<file path="src/rtl/mouse_pos_latch.sv">
// ----------------------------------------------------------------------------
// mouse_pos_latch
//
// Frame-synchronous mouse front end for the cursor overlay stage.
//   - Position samples from the mouse controller are clamped to the visible
//     area and parked in pending registers. They are copied to x_start/y_start
//     only at the start of vertical blanking, so the cursor never tears.
//   - The raw left button is synchronized and debounced by a four-state FSM.
//     This produces a one-cycle click pulse and a debounced held level.
//
// Ports:
//   clk65MHz     in   1  pixel clock, the only clock
//   rst_n        in   1  asynchronous active-low reset
//   mouse_xpos   in  12  raw x from the mouse controller (unsigned)
//   mouse_ypos   in  12  raw y from the mouse controller (unsigned)
//   mouse_valid  in   1  one-cycle strobe qualifying xpos/ypos
//   mouse_left   in   1  raw left button level (asynchronous, bouncy)
//   vblnk        in   1  vertical blank from the VGA timing chain
//   x_start      out 12  registered cursor x, frame-stable
//   y_start      out 12  registered cursor y, frame-stable
//   pos_updated  out  1  one-cycle pulse after x_start/y_start reload
//   left_click   out  1  one-cycle pulse on an accepted press
//   left_held    out  1  debounced button level
// ----------------------------------------------------------------------------
module mouse_pos_latch #(
    parameter int X_MAX           = 1023,
    parameter int Y_MAX           = 767,
    parameter int DEBOUNCE_CYCLES = 65000
) (
    input  logic        clk65MHz,
    input  logic        rst_n,
    input  logic [11:0] mouse_xpos,
    input  logic [11:0] mouse_ypos,
    input  logic        mouse_valid,
    input  logic        mouse_left,
    input  logic        vblnk,
    output logic [11:0] x_start,
    output logic [11:0] y_start,
    output logic        pos_updated,
    output logic        left_click,
    output logic        left_held
);

    localparam int               CNT_W    = $clog2(DEBOUNCE_CYCLES);
    localparam logic [CNT_W-1:0] CNT_LAST = CNT_W'(DEBOUNCE_CYCLES - 1);
    localparam logic [11:0]      X_LIM    = 12'(X_MAX);
    localparam logic [11:0]      Y_LIM    = 12'(Y_MAX);

    typedef enum logic [1:0] {
        IDLE       = 2'd0,
        DB_PRESS   = 2'd1,
        PRESSED    = 2'd2,
        DB_RELEASE = 2'd3
    } db_state_t;

    // Unsigned 12-bit saturation to an upper limit.
    function automatic logic [11:0] clamp12(input logic [11:0] v, input logic [11:0] lim);
        clamp12 = (v > lim) ? lim : v;
    endfunction

    logic        vblnk_d_r;
    logic        frame_start_s;
    logic [11:0] pend_x_r;
    logic [11:0] pend_y_r;
    logic        pending_r;
    logic [11:0] stage_x_r;
    logic [11:0] stage_y_r;
    logic        load_r;

    logic        sync1_r;
    logic        btn_sync_r;
    db_state_t   state_r;
    db_state_t   next_state_s;
    logic [CNT_W-1:0] cnt_r;
    logic [CNT_W-1:0] cnt_next_s;
    logic        click_next_s;
    logic        held_next_s;

    assign frame_start_s = vblnk & ~vblnk_d_r;

    // Capture clamped samples; snapshot them at frame start so a sample
    // arriving on that same cycle is kept for the next frame.
    always_ff @(posedge clk65MHz or negedge rst_n) begin
        if (!rst_n) begin
            vblnk_d_r <= 1'b0;
            pend_x_r  <= 12'd0;
            pend_y_r  <= 12'd0;
            pending_r <= 1'b0;
            stage_x_r <= 12'd0;
            stage_y_r <= 12'd0;
            load_r    <= 1'b0;
        end else begin
            vblnk_d_r <= vblnk;
            load_r    <= frame_start_s & pending_r;
            if (frame_start_s && pending_r) begin
                stage_x_r <= pend_x_r;
                stage_y_r <= pend_y_r;
            end
            if (mouse_valid) begin
                pend_x_r  <= clamp12(mouse_xpos, X_LIM);
                pend_y_r  <= clamp12(mouse_ypos, Y_LIM);
                pending_r <= 1'b1;
            end else if (frame_start_s && pending_r) begin
                pending_r <= 1'b0;
            end
        end
    end

    // Frame-stable position outputs and their update pulse.
    always_ff @(posedge clk65MHz or negedge rst_n) begin
        if (!rst_n) begin
            x_start     <= 12'd0;
            y_start     <= 12'd0;
            pos_updated <= 1'b0;
        end else begin
            pos_updated <= load_r;
            if (load_r) begin
                x_start <= stage_x_r;
                y_start <= stage_y_r;
            end
        end
    end

    // Two-flop synchronizer for the asynchronous button input.
    always_ff @(posedge clk65MHz or negedge rst_n) begin
        if (!rst_n) begin
            sync1_r    <= 1'b0;
            btn_sync_r <= 1'b0;
        end else begin
            sync1_r    <= mouse_left;
            btn_sync_r <= sync1_r;
        end
    end

    // Debounce FSM next-state, counter and click decode.
    always_comb begin
        next_state_s = state_r;
        cnt_next_s   = cnt_r;
        click_next_s = 1'b0;
        case (state_r)
            IDLE: begin
                if (btn_sync_r) begin
                    next_state_s = DB_PRESS;
                    cnt_next_s   = {CNT_W{1'b0}};
                end else begin
                    next_state_s = IDLE;
                end
            end
            DB_PRESS: begin
                if (!btn_sync_r) begin
                    next_state_s = IDLE;
                end else if (cnt_r == CNT_LAST) begin
                    next_state_s = PRESSED;
                    click_next_s = 1'b1;
                end else begin
                    cnt_next_s = cnt_r + CNT_W'(1);
                end
            end
            PRESSED: begin
                if (!btn_sync_r) begin
                    next_state_s = DB_RELEASE;
                    cnt_next_s   = {CNT_W{1'b0}};
                end else begin
                    next_state_s = PRESSED;
                end
            end
            DB_RELEASE: begin
                if (btn_sync_r) begin
                    next_state_s = PRESSED;
                end else if (cnt_r == CNT_LAST) begin
                    next_state_s = IDLE;
                end else begin
                    cnt_next_s = cnt_r + CNT_W'(1);
                end
            end
            default: begin
                next_state_s = IDLE;
                cnt_next_s   = {CNT_W{1'b0}};
            end
        endcase
        // Held covers the final DB_RELEASE cycle as well, so the level drops
        // one edge after the FSM is back in IDLE.
        held_next_s = (next_state_s == PRESSED) || (next_state_s == DB_RELEASE) ||
                      (state_r == DB_RELEASE);
    end

    // Debounce FSM state, counter and registered button outputs.
    always_ff @(posedge clk65MHz or negedge rst_n) begin
        if (!rst_n) begin
            state_r    <= IDLE;
            cnt_r      <= {CNT_W{1'b0}};
            left_click <= 1'b0;
            left_held  <= 1'b0;
        end else begin
            state_r    <= next_state_s;
            cnt_r      <= cnt_next_s;
            left_click <= click_next_s;
            left_held  <= held_next_s;
        end
    end

endmodule
</file>
<file path="config.mk">
export PLATFORM = sky130hd
export DESIGN_NAME = mouse_pos_latch
export DESIGN_NICKNAME = d
export VERILOG_FILES = /design/src/rtl/mouse_pos_latch.sv
export SDC_FILE = /design/constraint.sdc
export NUM_CORES = 1
export LEC_CHECK = 0
export BUFFER_PORTS_ARGS = -buffer_cell sky130_fd_sc_hd__buf_2
export CAP_MARGIN = 15
export CORE_MARGIN = 2
export CORE_UTILIZATION = 25
export DETAILED_ROUTE_END_ITERATION = 8
export GPL_ROUTABILITY_DRIVEN = 0
export PLACE_DENSITY = 0.49
export SLEW_MARGIN = 20
export SYNTH_ARGS = -nofsm -noshare
export SYNTH_HDL_FRONTEND = slang
export SYNTH_SLANG_ARGS = --single-unit
</file>
<file path="constraint.sdc">
create_clock -name clk65MHz -period 2.58 [get_ports clk65MHz]
set_input_delay 0.258 -clock clk65MHz [delete_from_list [all_inputs] [get_ports clk65MHz]]
set_output_delay 0.258 -clock clk65MHz [all_outputs]
set_load 0.005 [all_outputs]
</file>
# Word-level counts from Yosys, hierarchy flattened
# Index checks and enable logic that the tools add are counted.
word_totals:
  ff_bits: 98
  in_bits: 29
  output_inout_bits: 27
  word_cells: 58
classes:
  add_sub_neg: 1
  order_cmp: 2
  eq_ne: 10
  mux: 20
  n_bitwise: 3
  reduce_logical: 6
ops:
  columns: ["cell", "n"]
  rows:
  - ["$mux W16", 5]
  - ["$pmux W16 S4", 1]
  - ["$gt A12 B10 Y1 const B", 2]
  - ["$mux W12", 2]
  - ["$add A16 B1 Y16 const B", 1]
  - ["$eq A16 B16 Y1 const B", 1]
  - ["$eq A2 B2 Y1 const B", 4]
  - ["$mux W2", 4]
  - ["$ne A2 B2 Y1 const B", 4]
  - ["$pmux W2 S4", 1]
  - ["$mux W1", 7]
  - ["$reduce_and A4 Y1", 1]
  - ["$and A1 B1 Y1", 2]
  - ["$eq A2 B1 Y1 const B", 1]
  - ["$logic_not A2 Y1", 1]
  - ["$logic_or A1 B1 Y1", 2]
  - ["$reduce_bool A2 Y1", 1]
  - ["$logic_and A1 B1 Y1", 1]
  - ["$not A1 Y1", 1]

# Logic depth before layout (Yosys ltp)
# Gate-level depths: netlist (run 1).
logic_depth:
  depth_word: 7
  ltp_mapped: 6
  ltp_nobuf: 5

# Worst setup path after synthesis (run 1)
# Ideal clock, no wire load.
synth_path:
  path_kind: "reg-to-reg"
  from: "register cnt_r[0]"
  to: "register cnt_r[14]"
  arrival_time_ns: 1.534
  t_required_ns: 2.493
  setup_slack_ns: 0.959
  stages_incl_launch_ff: 6
  n_path_buf: 0
  period_less_slack_ns: 1.621
  cell_sequence: "dfrtp_1 ha_1 and4_4 nand3_4 or4_1 a22oi_1"
synth_via:
  elab_chain_len: 4
  word_cells_on_any_way: 6
  classes_between: "add/sub: 1; eq/ne: 1; mux: 4"
synth_rtl:
  columns: ["element", "line", "text"]
  rows:
  - ["start: declaration", "74", "logic [CNT_W-1:0] cnt_r;"]
  - ["start signal: assignment", "191", "cnt_r <= {CNT_W{1'b0}};"]
  - ["start signal: assignment", "196", "cnt_r <= cnt_next_s;"]
  - ["$add A16 B1 Y16 / $eq A16 B16 Y1 (equally long branches)", null, null]
  - ["$mux W16 *", "152, 170", null]
  - ["$mux W16 (on tied branches)", "168, 150", null]
  - ["$pmux W16 S4 *", "140", "case (state_r)"]
# Mark *: on every way between the ends. The rest lies on a longest branch, timed or not. The select of a mux whose other input is x is not followed.
# A chain may end at the register's enable or synchronous reset.

# Final worst setup path (run 1)
layout_path:
  from: "register state_r[1]"
  to: "register cnt_r[6]"
layout_via:
  elab_chain_len: 3
  word_cells_on_any_way: 10
  classes_between: "eq/ne: 7; mux: 1; reduce/logical: 2"
layout_rtl:
  columns: ["element", "line", "text"]
  rows:
  - ["start: declaration", "72", "db_state_t state_r;"]
  - ["start signal: assignment", "195", "state_r <= next_state_s;"]
  - ["$eq A2 B2 Y1, or another cell as far along", "140", null]
  - ["$ne A2 B2 Y1 (no source line)", null, null]
  - ["$reduce_and A4 Y1 (no source line)", null, null]
# Several ways; a longest one is shown, not always the timed one.

==> results of run 1 <==
## cells by family after synthesis
logic type                 synth area share [%]
and+or+nand+nor                            16.0
DFF                                        62.1
AOI/OAI and AO/OA                          11.0
muxes                                      7.60
buffers and inverters                      2.44
xor gates and xnor gates                  0.665
adders and majority gates                 0.317
## per-stage QoR
stage / setup WS [ns] / instance area (µm²)
detailed placement: 0.707 / 4470
finish: 0.666 / 4760
global placement: 0.732 / 4470
CTS: 0.694 / 4760
floorplan: 0.959 / 3950
global route: 0.475 / 4760
## final cells by class
class | instances | area (µm²) | share of cell area, %
clock buffer | 10 | 239 | 5.02
clock inverter | 6 | 47.5 | 1.00
inverter | 6 | 22.5 | 0.474
multi-input combinational | 215 | 1400 | 29.5
sequential | 98 | 2450 | 51.6
tap | 211 | 264 | 5.55
timing repair buffer | 60 | 328 | 6.89
## flip-flops by register name, indices dropped and copies added (netlist names), 2 cells and up
name / flops
stage_y_r: 12
y_start: 12
cnt_r: 16
stage_x_r: 12
state_r: 2
pend_y_r: 12
pend_x_r: 12
x_start: 12
## metal layers
layer	track usage [%]	part of all wire, %	vias up
li1	-	-	1287
met1	14.7	46	1342
met2	16.2	48	53
met3	3.28	4.6	10
met4	3.80	1.5	0
met5	0	0	-
## cell usage after synthesis (all sizes together), types with 2 or more instances
master,instances,area (µm²)
o31ai,5,37.5
and3,3,21.3
dfrtp,98,2450
mux2i,3,30.0
nor4,3,25.0
a21oi,5,25.0
nand3,10,80.1
clkbuf,8,30.0
and2,3,18.8
and4,4,37.5
inv,6,22.5
o22a,18,158
a21boi,2,15.0
o21ai,7,46.3
nand2,82,308
nor3,2,10.0
mux2,24,270
buf,7,43.8
nand4,4,25.0
nor2b,4,25.0
o211a,2,20.0
a211o,2,17.5
nand2b,3,18.8
xnor2,2,17.5
a21o,2,15.0
nor2,6,22.5
## cells in the final DEF (no fill, tap or decap), types with 2 or more instances in the layout
cell type,instances
sky130_fd_sc_hd__nor2b_1,4
sky130_fd_sc_hd__nand4_1,4
sky130_fd_sc_hd__a21o_1,2
sky130_fd_sc_hd__mux2_2,24
sky130_fd_sc_hd__a21oi_1,5
sky130_fd_sc_hd__nand3_1,7
sky130_fd_sc_hd__o211a_1,2
sky130_fd_sc_hd__inv_1,5
sky130_fd_sc_hd__and4_1,3
sky130_fd_sc_hd__mux2i_1,3
sky130_fd_sc_hd__a21boi_0,2
sky130_fd_sc_hd__nor3_1,2
sky130_fd_sc_hd__nand3_4,2
sky130_fd_sc_hd__buf_4,5
sky130_fd_sc_hd__nand2_1,82
sky130_fd_sc_hd__and2_1,3
sky130_fd_sc_hd__nor2_1,6
sky130_fd_sc_hd__nor4_1,2
sky130_fd_sc_hd__o31ai_1,5
sky130_fd_sc_hd__inv_6,3
sky130_fd_sc_hd__nand2b_1,3
sky130_fd_sc_hd__clkbuf_16,9
sky130_fd_sc_hd__o22a_1,18
sky130_fd_sc_hd__xnor2_1,2
sky130_fd_sc_hd__o21ai_0,5
sky130_fd_sc_hd__dfrtp_1,98
sky130_fd_sc_hd__a211o_1,2
sky130_fd_sc_hd__buf_2,54
sky130_fd_sc_hd__and3_2,2
## critical path, delay by kind of cell (launching register included)
| kind | cells | cell delay, ns |
|---|---|---|
| AOI/OAI and AO/OA | 2 | 0.45 |
| xor gates and xnor gates | 1 | 0.77 |
| DFF | 1 | 0.43 |
| and+or+nand+nor | 1 | 0.12 |
## path summary, 6_finish.rpt
check,to,slack (ns),depth (start not counted),start
setup / recovery,cnt_r[6],0.67,4,state_r[1]
hold / removal,y_start[1],-0.02,1,rst_n
setup reg to reg,cnt_r[6],0.67,4,state_r[1]
hold reg to reg,btn_sync_r,0.38,0,sync1_r
max in group asynchronous,pend_x_r[10],1.85,2,rst_n
min in group clk65MHz,sync1_r,0.02,1,mouse_left
## power by group through the flow
stage	logic (mW)	registers, mW	clock network (mW)
floorplan	0.207	1.83	0
global placement	0.409	1.84	0
detailed placement	0.414	1.85	0
CTS	0.414	1.82	1.34
global route	0.452	1.84	1.42
finish	0.400	1.82	1.29
==> flow_summary.rst, run 1 <==
.. list-table::
   :header-rows: 1

   * - Metric
     - Value
   * - Type of origin of the critical path
     - register
   * - Post-CTS Setup Repair Bufs
     - 0
   * - Register share of total power
     - 51.9%
   * - Initial Util
     - between 20 and 30%
   * - Hold Slack
     - -0.0161 ns
   * - Final hold violation count
     - 54
   * - Total power consumption of the routed design
     - between 3 and 4 mW
   * - Number of maximum-capacitance violations
     - 0
   * - Largest incremental delay on the critical path
     - 0.77 ns
   * - Number of synthesized register bits
     - 98
   * - # hold bufs at CTS
     - 0
   * - Post-Synthesis Mean Instance Area
     - 11.8 µm²
   * - Remaining DRCs
     - 0
   * - Clock root buffer
     - sky130_fd_sc_hd__clkbuf_16
   * - Critical Setup Path Class
     - reg2reg
   * - Transition time at the pin with the least slew margin
     - 0.956 ns
   * - Final std cells w/o fill
     - between 600 and 700
   * - Violations in the final reports
     - hold timing
   * - Number of I/O port buffers
     - 55
   * - WL final
     - 8.54 mm
   * - Top-level I/O count
     - 56
   * - First-pass GRT wire length
     - 13.9 mm
   * - Tmin final
     - 1.91 ns
   * - Number of DRC markers after the initial detailed-route iteration
     - 165
   * - Worst hold-check path type
     - in2async
   * - Sequential element share of the synthesized area
     - approximately 62%
   * - Power share of the combinational group
     - 11.4%
   * - GR Overflow Total
     - 0
   * - Die width
     - roughly 130 µm
   * - Clock-pin slew reported for the worst setup and hold paths after clock tree synthesis
     - 0.07 ns
   * - List of cells traversed by the critical path
     - xnor2_1 > nor2_1 > o21ai_1 > o31ai_1
   * - CTS Sinks
     - slightly below 100
   * - Vias in the first global route
     - 2,618
   * - Mapped Nets
     - about 360
   * - Netlist cell types
     - 56
   * - Post-DP HPWL
     - 5.63 mm
   * - Worst Setup End Kind
     - register
   * - Clock latency of the later-clocked register in the worst-skew pair
     - 0.34 ns
   * - Number of gates resized after cts
     - 0
   * - Post-synthesis async set-or-reset flop share
     - 100%
   * - Reported leakage power
     - 2.19 nW
   * - Synthesized cell area
     - a little under 0.004 mm²
   * - Number of levels in the clock H-tree
     - 3
   * - Highest Clock Rate
     - 522 MHz
   * - Cells after DPL
     - 590
   * - Worst-path maximum fanout
     - 11
   * - Run status
     - finished with violations
   * - Pwr dens
     - 737 mW/mm²
   * - Clock power share
     - between 30% and 40%
   * - Residual antenna-violating net count after detailed routing
     - 0
   * - Number of pins with negative max-slew slack in the final report
     - 0
   * - Reported net switching power
     - approximately 0.89 mW
   * - Arrival @ worst endpoint
     - 2.12 ns
   * - Setup Total Neg Slack
     - 0 ns
   * - First-pass DRT Iterations
     - 5
   * - WP data required
     - 2.79 ns
   * - Total Nets Final
     - 420
   * - Standard cell with the maximum stage delay on the critical path
     - sky130_fd_sc_hd__xnor2_1
   * - Gate count of the mapped netlist
     - roughly 330
   * - Final worst path period share
     - between 70% and 80%
   * - Switching part of the total
     - 25.5%
   * - Pint
     - 2.61 mW
   * - Number of buffers inserted during clock tree synthesis
     - 9
   * - Post-layout util
     - 31.1%
   * - Pin count of the biggest net entering global routing
     - 57
   * - Area growth, synth to finish
     - 20.4%
   * - Filler cell count
     - roughly 1,600
   * - Final setup violation count
     - 0
   * - All-Layer GR Usage
     - 10.7%
   * - Die outline area
     - 0.0168 mm²
   * - Setup repair after global routing missed its margin
     - false
   * - Post-detailed-route wirelength per cell
     - 14.1 µm
   * - CTS tree
     - done
   * - Area of the core region
     - 0.0153 mm²
   * - Top_reg_cell synth
     - sky130_fd_sc_hd__dfrtp_1
   * - Slew HR
     - 35.8%
   * - Antenna diodes
     - 0
   * - Initial antenna violation count
     - 0
   * - Row count
     - 45
   * - Chip Height
     - 130 µm
   * - Worst clock skew
     - 0.00667 ns
   * - Total vias in the final route
     - 2,692
   * - Buffer levels on the longest clock path
     - 2
   * - Number of enable flip-flop cells after synthesis
     - 0
   * - Number of vias per cell
     - 4.44
   * - Ys Warns
     - 0
   * - Maximum vdd ir drop
     - 287 µV
   * - Fraction of layout instances using a drive strength above 1
     - 27.8%
Power figures use the tool's default switching activity.
==> run 2, diff against run 1 <==
--- a/config.mk
+++ b/config.mk
@@ -11,7 +11,7 @@
 export CORE_UTILIZATION = 25
 export DETAILED_ROUTE_END_ITERATION = 8
 export GPL_ROUTABILITY_DRIVEN = 0
-export PLACE_DENSITY = 0.49
+export PLACE_DENSITY = 0.51
 export SLEW_MARGIN = 20
 export SYNTH_ARGS = -nofsm -noshare
 export SYNTH_HDL_FRONTEND = slang
==> constraint.sdc (replaced) <==
create_clock -name clk65MHz -period 1.6 [get_ports clk65MHz]
set_input_delay 0.16 -clock clk65MHz [delete_from_list [all_inputs] [get_ports clk65MHz]]
set_output_delay 0.16 -clock clk65MHz [all_outputs]
set_load 0.005 [all_outputs]
==> run 2 against run 1 <==
The flow now finishes without violations; critical path type unchanged; worst setup slack got worse by 0.66 ns; largest power group unchanged; worst hold slack gained 0.040 ns; fmax grew 20%; via count up 5.3%; sequential power is 60% higher; non-clock buffer count is 38 higher; design area grew 6.6%; final cell count is 6.3% higher; clock power rose by 59%; die area stayed put.
==> flow_summary.rst, run 2 (synthesis results as in run 1) <==
.. list-table::
   :header-rows: 1

   * - Metric
     - Value
   * - Chip Height
     - 130 µm (unchanged)
   * - Transition time at the pin with the least slew margin
     - 0.409 ns (-0.546 ns)
   * - Slew HR
     - 72.5% (+37 points)
   * - Clock root buffer
     - sky130_fd_sc_hd__clkbuf_16
   * - Number of levels in the clock H-tree
     - 3 (unchanged)
   * - Die outline area
     - 0.0168 mm² (unchanged)
   * - Die width
     - 130 µm (unchanged)
   * - Post-route standard cell area excluding fillers
     - 0.00507 mm² (+6.6%)
   * - Number of buffers inserted during clock tree synthesis
     - 9 (unchanged)
   * - CTS Sinks
     - 98 (unchanged)
   * - Area of the core region
     - 0.0153 mm² (unchanged)
   * - Residual antenna-violating net count after detailed routing
     - 0 (unchanged)
   * - Worst-path maximum fanout
     - 7 (-4)
   * - Top-level I/O count
     - 56 (unchanged)
   * - Clock-pin slew reported for the worst setup and hold paths after clock tree synthesis
     - 0.07 ns (about the same)
   * - Worst clock skew
     - 0.00571 ns (-0.000964 ns)
   * - Number of vias per cell
     - 4.40 (-0.94%)
   * - Initial Util
     - 25.8% (unchanged)
   * - WL final
     - 8.86 mm (+3.8%)
   * - Final hold violation count
     - 0 (-100%)
   * - Number of pins with negative max-slew slack in the final report
     - 0 (unchanged)
   * - Final worst path period share
     - 99.5% (+25 points)
   * - Post-DP HPWL
     - 6.08 mm (+8.1%)
   * - First-pass GRT wire length
     - 14.6 mm (+5.0%)
   * - Flip-flop count of the largest register, all copies and words added
     - 16 (unchanged)
   * - Initial antenna violation count
     - 0 (unchanged)
   * - Run status
     - finished, final reports clean
   * - Arrival @ worst endpoint
     - 1.81 ns (-0.31 ns)
   * - CTS tree
     - done
   * - Post-detailed-route wirelength per cell
     - 13.8 µm (-2.3%)
   * - Number of maximum-capacitance violations
     - 0 (unchanged)
   * - Row count
     - 45 (unchanged)
   * - Antenna diodes
     - 0 (unchanged)
   * - Reg-to-reg setup timing slack
     - 0.007 ns (-0.66 ns)
   * - Clock latency of the later-clocked register in the worst-skew pair
     - 0.34 ns (about the same)
   * - Setup repair after global routing missed its margin
     - true
   * - Remaining DRCs
     - 0 (unchanged)
   * - Type of origin of the critical path
     - register
   * - Number of I/O port buffers
     - 55 (unchanged)
   * - Critical R2R Launch
     - cnt_r[8]
   * - Number of DRC markers after the initial detailed-route iteration
     - 143 (-13%)
   * - Highest Clock Rate
     - 628 MHz (+20%)
   * - Vias in the first global route
     - 2,833 (+8.2%)
   * - Min-Delay Startpoint
     - mouse_xpos[8]
   * - Placed cell areas
     - 0.00471 mm² (+5.4%)
   * - Post-layout util
     - 33.1% (+2.0 points)
   * - Area growth, synth to finish
     - 28.3%
   * - Number of instances on the worst hold path
     - 2
   * - Critical Setup Path Class
     - reg2reg
   * - Buffer levels on the longest clock path
     - 2 (unchanged)
   * - Tmin final
     - 1.59 ns (-0.321 ns)
   * - Maximum vdd ir drop
     - 534 µV (+86%)
   * - Highest-count cells in the layout ignoring fill and taps
     - sky130_fd_sc_hd__dfrtp_1 (97), sky130_fd_sc_hd__nand2_1 (82), sky130_fd_sc_hd__buf_2 (54), sky130_fd_sc_hd__buf_4 (38), sky130_fd_sc_hd__mux2_2 (24)
   * - Cells on worst reg2reg path
     - 5 (+1)
   * - Most frequent standard cell in the layout excluding fill and tap cells
     - sky130_fd_sc_hd__dfrtp_1
   * - Reported leakage power
     - 2.37 nW (+8.5%)
   * - Fraction of layout instances using a drive strength above 1
     - 33.7% (+5.9 points)
   * - Total Nets Final
     - 458 (+9.0%)
   * - Pwr dens
     - 1120 mW/mm² (+52%)
   * - WP data required
     - 1.82 ns (-0.97 ns)
   * - Worst r2r dst
     - cnt_r[15]
   * - Pin count of the biggest net entering global routing
     - 36 (-37%)
   * - Total power consumption of the routed design
     - 5.68 mW (+62%)
   * - Worst hold-check path type
     - in2reg
   * - Worst Setup End Kind
     - register
   * - Top reg by flops
     - cnt_r
   * - Total vias in the final route
     - 2,834 (+5.3%)
   * - Worst Hold Path EP
     - pend_x_r[8]
   * - GR Overflow Total
     - 0 (unchanged)
   * - All-Layer GR Usage
     - 11.2% (+0.50 points)
   * - Final setup violation count
     - 0 (unchanged)
   * - First-pass DRT Iterations
     - 4 (-1)
run 2: cell count changes in the layout (fill, tap and decap cells not counted), moves of 2 or more:
cell | before | now
sky130_fd_sc_hd__buf_4 | 5 | 38
sky130_fd_sc_hd__dlygate4sd3_1 | 0 | 3
sky130_fd_sc_hd__inv_6 | 3 | 0
sky130_fd_sc_hd__clkbuf_1 | 0 | 2
run 2: worst max-delay path by stage:
stage / from / end / slack [ns] / cells after the start
final: cnt_r[8] / cnt_r[15] / 0.007 / 5
after global routing: cnt_r[8] / cnt_r[15] / -0.06 / 5
after CTS: cnt_r[8] / cnt_r[15] / 0.01 / 5
after detailed placement: cnt_r[8] / cnt_r[15] / 0.02 / 5
after global placement: cnt_r[0] / cnt_r[14] / 0.08 / 5
after floorplan: cnt_r[0] / cnt_r[14] / 0.03 / 5
run 2: metrics by stage:
| step | hold WS [ns] | setup TNS [ns] | instances | worst slack, ns |
|---|---|---|---|---|
| 6_report | 0.0240 | 0 | 644 | 0.00734 |
| 5_1_grt | 0.0149 | -0.131 | 644 | -0.0623 |
| 4_1_cts | 0.00838 | 0 | 639 | 0.00956 |
| 3_5_place_dp | 0.0755 | 0 | 620 | 0.0165 |
| 3_3_place_gp | 0.0723 | 0 | 620 | 0.0779 |
| 2_1_floorplan | -0.136 | 0 | 334 | 0.0290 |
run 2: critical path: stages, from the launching register on:
cell                      delay (ns)
sky130_fd_sc_hd__dfrtp_1        0.37
sky130_fd_sc_hd__and4_4         0.22
sky130_fd_sc_hd__buf_6          0.12
sky130_fd_sc_hd__nand4_1        0.20
sky130_fd_sc_hd__o211a_1        0.28
sky130_fd_sc_hd__a211o_1        0.27
run 2: per-layer routing:
layer / GRT usage (%) / vias to the layer above / wire length [µm]
li1: - / 1360 / -
met1: 14.3 / 1422 / 4060
met2: 18.5 / 47 / 4340
met3: 3.44 / 5 / 364
met4: 3.42 / 0 / 106
met5: 0 / - / 0
run 2: cell type report:
| cell class | instances | area, µm² |
|---|---|---|
| Clock inverter | 3 | 23.8 |
| Tap cell | 211 | 264 |
| Multi-Input combinational cell | 215 | 1410 |
| Timing Repair Buffer | 98 | 637 |
| Inverter | 6 | 22.5 |
| Fill cell | 1576 | 10200 |
| Clock buffer | 13 | 260 |
| Sequential cell | 98 | 2450 |
run 2: power breakdown:
group	switching, mW	internal [mW]
sequential	0.148	2.76
combinational	0.335	0.380
clock	0.906	1.14
total	1.39	4.29
run 2: timing repair:
item | 4_1_cts | 5_1_grt
pin swaps | 1 | 5
hold endpoints to repair | 17 | 0
resized for setup | 0 | 3
buffers inserted | 0 | 5
setup endpoints to repair | 1 | 4
hold buffers | 3 | 0
